$ cat config.mk
export PLATFORM = sky130hd
export DESIGN_NAME = lsu_dmem_master
export DESIGN_NICKNAME = d
export VERILOG_FILES = /design/src/rtl/lsu_dmem_master.sv
export SDC_FILE = /design/constraint.sdc
export NUM_CORES = 1
export LEC_CHECK = 0
export ABC_AREA = 1
export ABC_CLOCK_PERIOD_IN_PS = 2000
export CORE_UTILIZATION = 45
export CTS_CLUSTER_SIZE = 20
export DETAILED_ROUTE_END_ITERATION = 6
export PLACE_DENSITY = 0.93
export SLEW_MARGIN = 20
export SYNTH_ARGS = -nofsm -noshare
export SYNTH_HDL_FRONTEND = slang
export SYNTH_SLANG_ARGS = --single-unit
$ cat constraint.sdc
create_clock -name clk -period 2 [get_ports clk]
set_clock_uncertainty 0.1 [all_clocks]
set_input_delay 0.3 -clock clk [delete_from_list [all_inputs] [get_ports clk]]
set_output_delay 0.3 -clock clk [all_outputs]
set_load 0.005 [all_outputs]
$ cat src/rtl/lsu_dmem_master.sv
// lsu_dmem_master
//   Load/store initiator for the word-wide, little-endian data port of the
//   unified RAM. Turns RV32 LB/LH/LW/LBU/LHU/SB/SH/SW requests into word
//   reads and writes. SB/SH become a read-modify-write because the RAM only
//   writes whole words. Alignment, range and the protected instruction
//   region are checked before any memory access. Each accepted request gets
//   exactly one response pulse.
//
// Ports
//   clk, rst          clock, synchronous active-high reset
//   req_valid/ready   request handshake (ready only in IDLE, never in reset)
//   req_we            1 = store, 0 = load
//   req_funct3        RV32 width/sign code
//   req_addr          byte address
//   req_wdata         store data (low byte/halfword used for SB/SH)
//   resp_valid        one-cycle response pulse
//   resp_rdata        extended load data (0 for stores and errors)
//   resp_cause        0 ok, 1 misaligned, 2 access fault, 3 illegal funct3
//   dmem_wen/addr/wdata  RAM write enable, word-aligned address, write data
//   dmem_rdata        RAM read data, combinational from dmem_addr
module lsu_dmem_master #(
  parameter int          MEM_BYTES    = 16384,
  parameter logic [31:0] PROTECT_BASE = 32'h0000_0400
) (
  input  logic        clk,
  input  logic        rst,
  input  logic        req_valid,
  output logic        req_ready,
  input  logic        req_we,
  input  logic [2:0]  req_funct3,
  input  logic [31:0] req_addr,
  input  logic [31:0] req_wdata,
  output logic        resp_valid,
  output logic [31:0] resp_rdata,
  output logic [1:0]  resp_cause,
  output logic        dmem_wen,
  output logic [31:0] dmem_addr,
  output logic [31:0] dmem_wdata,
  input  logic [31:0] dmem_rdata
);

  localparam logic [31:0] LAST_WORD = 32'(MEM_BYTES - 4);

  localparam logic [1:0] CAUSE_OK    = 2'd0;
  localparam logic [1:0] CAUSE_MISAL = 2'd1;
  localparam logic [1:0] CAUSE_FAULT = 2'd2;
  localparam logic [1:0] CAUSE_ILL   = 2'd3;

  typedef enum logic [2:0] {
    IDLE,
    LOAD,
    RMW_RD,
    WRITE,
    RESP
  } state_t;

  state_t      state_reg;
  logic [1:0]  lane_reg;
  logic [2:0]  funct3_reg;
  logic        resp_valid_reg;
  logic [31:0] resp_rdata_reg;
  logic [1:0]  resp_cause_reg;
  logic        dmem_wen_reg;
  logic [31:0] dmem_addr_reg;
  logic [31:0] dmem_wdata_reg;

  // ---------------------------------------------------------------------
  // Request checks, evaluated on the incoming request at the accept edge
  // ---------------------------------------------------------------------
  logic [31:0] req_waddr;
  logic        req_illegal;
  logic        req_misaligned;
  logic        req_fault;
  logic [1:0]  req_cause;
  logic        req_is_sw;

  assign req_waddr = {req_addr[31:2], 2'b00};
  assign req_is_sw = (req_funct3 == 3'b010);

  always_comb begin
    req_illegal = 1'b1;
    case (req_funct3)
      3'b000, 3'b001, 3'b010: req_illegal = 1'b0;
      3'b100, 3'b101:         req_illegal = req_we;  // BU/HU are load-only
      default:                req_illegal = 1'b1;
    endcase
  end

  assign req_misaligned = ((req_funct3 == 3'b001) && req_addr[0]) ||
                          ((req_funct3 == 3'b010) && (req_addr[1:0] != 2'b00));

  assign req_fault = (req_waddr > LAST_WORD) ||
                     (req_we && (req_addr < PROTECT_BASE));

  always_comb begin
    req_cause = CAUSE_OK;
    if (req_illegal)
      req_cause = CAUSE_ILL;
    else if (req_misaligned)
      req_cause = CAUSE_MISAL;
    else if (req_fault)
      req_cause = CAUSE_FAULT;
  end

  // ---------------------------------------------------------------------
  // Load extraction from the word currently on dmem_rdata
  // ---------------------------------------------------------------------
  logic [7:0]  ld_byte;
  logic [15:0] ld_half;
  logic [31:0] ld_data;

  always_comb begin
    ld_byte = dmem_rdata[7:0];
    case (lane_reg)
      2'd0: ld_byte = dmem_rdata[7:0];
      2'd1: ld_byte = dmem_rdata[15:8];
      2'd2: ld_byte = dmem_rdata[23:16];
      2'd3: ld_byte = dmem_rdata[31:24];
      default: ld_byte = dmem_rdata[7:0];
    endcase
  end

  assign ld_half = lane_reg[1] ? dmem_rdata[31:16] : dmem_rdata[15:0];

  always_comb begin
    ld_data = dmem_rdata;
    case (funct3_reg)
      3'b000:  ld_data = {{24{ld_byte[7]}}, ld_byte};
      3'b001:  ld_data = {{16{ld_half[15]}}, ld_half};
      3'b100:  ld_data = {24'd0, ld_byte};
      3'b101:  ld_data = {16'd0, ld_half};
      default: ld_data = dmem_rdata;
    endcase
  end

  // ---------------------------------------------------------------------
  // Merge word for SB/SH: each byte lane either keeps the RAM byte or takes
  // the matching byte of the store data. dmem_wdata_reg still holds the
  // original store data while in RMW_RD, so it is the merge source.
  // ---------------------------------------------------------------------
  logic [31:0] merge_word;

  generate
    for (genvar gi = 0; gi < 4; gi++) begin : g_merge_lane
      logic lane_hit;
      logic [7:0] new_byte;
      // funct3_reg[0]: 0 = SB (single lane), 1 = SH (lane pair)
      assign lane_hit = funct3_reg[0] ? (lane_reg[1] == gi[1])
                                      : (lane_reg == gi[1:0]);
      assign new_byte = (funct3_reg[0] && gi[0]) ? dmem_wdata_reg[15:8]
                                                 : dmem_wdata_reg[7:0];
      assign merge_word[gi*8 +: 8] = lane_hit ? new_byte
                                              : dmem_rdata[gi*8 +: 8];
    end
  endgenerate

  // ---------------------------------------------------------------------
  // Control FSM with registered outputs
  // ---------------------------------------------------------------------
  always_ff @(posedge clk) begin
    if (rst) begin
      state_reg      <= IDLE;
      lane_reg       <= 2'd0;
      funct3_reg     <= 3'd0;
      resp_valid_reg <= 1'b0;
      resp_rdata_reg <= 32'd0;
      resp_cause_reg <= CAUSE_OK;
      dmem_wen_reg   <= 1'b0;
      dmem_addr_reg  <= 32'd0;
      dmem_wdata_reg <= 32'd0;
    end else begin
      case (state_reg)
        IDLE: begin
          if (req_valid) begin
            lane_reg   <= req_addr[1:0];
            funct3_reg <= req_funct3;
            if (req_cause != CAUSE_OK) begin
              state_reg      <= RESP;
              resp_valid_reg <= 1'b1;
              resp_cause_reg <= req_cause;
              resp_rdata_reg <= 32'd0;
            end else if (!req_we) begin
              state_reg     <= LOAD;
              dmem_addr_reg <= req_waddr;
            end else if (req_is_sw) begin
              state_reg      <= WRITE;
              dmem_addr_reg  <= req_waddr;
              dmem_wdata_reg <= req_wdata;
              dmem_wen_reg   <= 1'b1;
            end else begin
              // SB/SH: hold the store data in dmem_wdata_reg for the merge
              state_reg      <= RMW_RD;
              dmem_addr_reg  <= req_waddr;
              dmem_wdata_reg <= req_wdata;
            end
          end
        end

        LOAD: begin
          state_reg      <= RESP;
          resp_valid_reg <= 1'b1;
          resp_cause_reg <= CAUSE_OK;
          resp_rdata_reg <= ld_data;
          dmem_addr_reg  <= 32'd0;
        end

        RMW_RD: begin
          // address is unchanged: the write goes back to the word just read
          state_reg      <= WRITE;
          dmem_wdata_reg <= merge_word;
          dmem_wen_reg   <= 1'b1;
        end

        WRITE: begin
          state_reg      <= RESP;
          resp_valid_reg <= 1'b1;
          resp_cause_reg <= CAUSE_OK;
          resp_rdata_reg <= 32'd0;
          dmem_wen_reg   <= 1'b0;
          dmem_addr_reg  <= 32'd0;
          dmem_wdata_reg <= 32'd0;
        end

        RESP: begin
          state_reg      <= IDLE;
          resp_valid_reg <= 1'b0;
        end

        default: begin
          state_reg      <= IDLE;
          resp_valid_reg <= 1'b0;
          dmem_wen_reg   <= 1'b0;
          dmem_addr_reg  <= 32'd0;
          dmem_wdata_reg <= 32'd0;
        end
      endcase
    end
  end

  assign req_ready  = (state_reg == IDLE) && !rst;
  assign resp_valid = resp_valid_reg;
  assign resp_rdata = resp_rdata_reg;
  assign resp_cause = resp_cause_reg;
  // Gating with rst keeps a reset that lands during WRITE from committing
  // a write in the same cycle.
  assign dmem_wen   = dmem_wen_reg && !rst;
  assign dmem_addr  = dmem_addr_reg;
  assign dmem_wdata = dmem_wdata_reg;

endmodule

==> flow_summary_export.csv <==
group,metric,value,unit
synth,synth-seq-cells,106,
clock_tree,cts_buffer_depth,2,
final_layout,mostFrequentLayoutCells,"nand2_1 (225), clkdlybuf4s50_1 (199), nor2_1 (105), dfxtp_1 (105), a21oi_1 (95)",
drt,wl_per_cell,16.0,um
power_and_ir_drop,leakage,3.26,nW
placement,gp_congestion,0.913,
clock_tree,cts-root-buf,"clkbuf_16",
final_layout,mostFrequentLayoutCell,"nand2_1",
timing,fin_crit_sh,95.5,%
setup_path,cp.required,2110,ps
global_routing,grt_max_degree,54,
power_and_ir_drop,pwr-share-comb,20.7,%
timing,slew_headroom,63.2,%
final_layout,fin_util,69.6,%
clock_tree,cts_made_buffers,9,
final_layout,final_cell_area,8050,um^2
global_routing,overflow,0,
placement,hpwl,13800,um
drt,firstDrtPassIters,7,
timing,finalMaxSlewViolations,0,
final_layout,nNetsFinal,1111,
setup_path,ff2ff_setup_slack,90,ps
drt,wl_met1,7420,um
final_layout,fillers,970,
timing,setup_slack,89.1,ps
power_and_ir_drop,swShare,28.0,%
die,fp.dieW,112,um
clock_tree,cts_tree,"yes",
power_and_ir_drop,p_seq_share,43.1,%
power_and_ir_drop,p_sw,1.44,mW
drt,viasPerCell,5.35,
final_layout,sequential_cell_area,2120,um^2
clock_tree,path_clk_slew,70,ps
global_routing,antenna_found_initial,0,
min_path,worstHoldStart,"dmem_addr[24]",
synth,ys_types,35,
synth,synth_flop_cell,"dfxtp_1",
clock_tree,clk-insertion-delay-late,360,ps
run,maxCapViolCount,0,
synth,synth_seq_area_share,39.2,%
die,die-area,12500,um^2
timing,fmax,0.523,GHz
final_layout,antenna_cells,0,
setup_path,reg2reg_depth,8,
power_and_ir_drop,power.density,640,nW/um^2
die,initial_core_util,46.8,%
power_and_ir_drop,clkPwrFrac,36.2,%
timing,tightest_slew,552,ps
drt,totalWireLength,18500,um
drt,route.detailed.drc,16,
global_routing,grt_usage,29.6,%
final_layout,syn_to_final_growth,48.8,%
setup_path,cp-start-kind,"flop",
drt,wl_met2,8490,um
global_routing,grt_pass1_vias,5908,
synth,syn_inst,808,
die,ioPinCount,204,
power_and_ir_drop,ir_worst_vdd,0.443,mV
setup_path,critical_path.max_fanout,16,
placement,postPlaceCellArea,7690,um^2
timing,hold_viol_final,0,
power_and_ir_drop,power,5.15,mW
clock_tree,htreeDepth,3,
placement,pre_cts_slack,-242,ps
min_path,hold_path_end,"dmem_addr[24]",
synth,synth_area_per_cell,6.69,um^2
drt,drt_iter0_markers,680,
drt,top_layer,"met4",
synth,synth_warnings,0,
drt,wl_met3,1860,um
setup_path,end_kind,"flop",
clock_tree,holdBufCountCts,0,
synth,async_flop_share,0,%
power_and_ir_drop,p_int,3.71,mW
final_layout,multi_input_area,2820,um^2
die,rows,39,
global_routing,grt_pass1_wl,29200,um
clock_tree,clock-sinks,106,
synth,synth-edff-count,0,
timing,rsz0062_at_grt,"true",
run_status,status,"finished with violations",
synth,syn_area,5410,um^2
setup_path,arrival,2020,ps
setup_path,r2r-end,"resp_rdata[24]",
die,die_y,112,um
drt,vias,6186,
timing,setup_viol_count_final,0,
final_layout,drive_gt1_share,8.39,%
setup_path,reg2reg_from,"lane_reg[1]",
run_status,violations,"design-rule violations",
setup_path,setup.worst_path.class,"flop to flop",
placement,portBuffers,201,
min_path,hold_depth,2,
die,core_area,11600,um^2
timing,whs,341,ps
drt,ant_nets,0,
timing,finalCriticalPeriod,1910,ps
min_path,worstHoldPathType,"flop to flop",
## per-layer routing
layer / vias to the layer above / global-route usage [%]
met3: 52 / 6.75
li1: 3040 / -
met5: - / 0
met1: 2746 / 36.2
met2: 348 / 48.1
met4: 0 / 16.5
## cell usage after synthesis (2+ instances only)
cell type,n,area share (%)
nand2_2,4,0.46
clkinv_1,2,0.14
a22oi_1,6,0.83
buf_6,2,0.42
buf_1,3,0.21
nor2_4,2,0.42
dfxtp_1,106,39
a21oi_1,95,8.8
or2_2,6,0.69
nand3_2,4,0.74
nand3b_1,11,1.5
nor3_1,2,0.19
buf_4,16,2.2
nand4_1,9,1.0
nand3_1,37,3.4
o21ai_0,34,3.1
nor2_1,107,7.4
and2_1,6,0.69
o211ai_1,36,5.0
inv_1,46,3.2
clkbuf_1,19,1.3
nor2_2,3,0.35
buf_2,14,1.3
nand2_1,226,16
inv_2,2,0.14
## worst max-delay path by stage
stage	start	to	depth (start not counted)
floorplan	req_addr[27]	dmem_wdata[7]	11
global placement	req_funct3[0]	dmem_addr[2]	10
detailed placement	req_funct3[1]	dmem_addr[7]	10
CTS	state_reg[2]	req_ready	4
global route	lane_reg[1]	resp_rdata[24]	8
finish	lane_reg[1]	resp_rdata[24]	8
## power by group through the flow
stage | logic (mW) | clock network (mW) | registers, mW
2_1_floorplan | 0.513 | 0 | 2.26
3_3_place_gp | 1.03 | 0 | 2.26
3_5_place_dp | 1.04 | 0 | 2.26
4_1_cts | 1.05 | 1.88 | 2.22
5_1_grt | 1.16 | 1.97 | 2.22
6_report | 1.07 | 1.87 | 2.22
## worst max-delay path: stages, from the launching register on
cell and delay, ps:
dfxtp_1 470, clkinv_1 340, nand2_1 180, nand3_1 120, nand3_2 90, nand3_2 80
buf_12 170, o211ai_1 90, a21oi_1 110
## cell type report
class | instances | share of cell area, %
Multi-Input combinational cell | 599 | 35.1
Inverter | 50 | 2.33
Clock inverter | 6 | 0.917
Clock buffer | 10 | 2.97
Tap cell | 143 | 2.22
Timing Repair Buffer | 242 | 30.1
Sequential cell | 106 | 26.4
## through the flow
stage               TNS [ps]  cells
floorplan                  0    809
global placement       -6630   1138
detailed placement    -14120   1138
CTS                        0   1156
global route            -303   1156
finish                     0   1156
## kinds of logic after synthesis
logic type | after synthesis | synth area share (%)
AOI/OAI and AO/OA | 177 | 18.7
and+or+nand+nor | 419 | 32.9
muxes | 1 | 0.185
buffers and inverters | 104 | 8.93
DFF | 106 | 39.2
other | 1 | 0.0693
## repair_timing
action                                  CTS  global route
gates resized for setup                   4             4
buffers inserted                          2             0
endpoints found under the setup margin    1            23
pin swaps                                 2             0
Note: power is estimated with default switching activity, not from simulation.
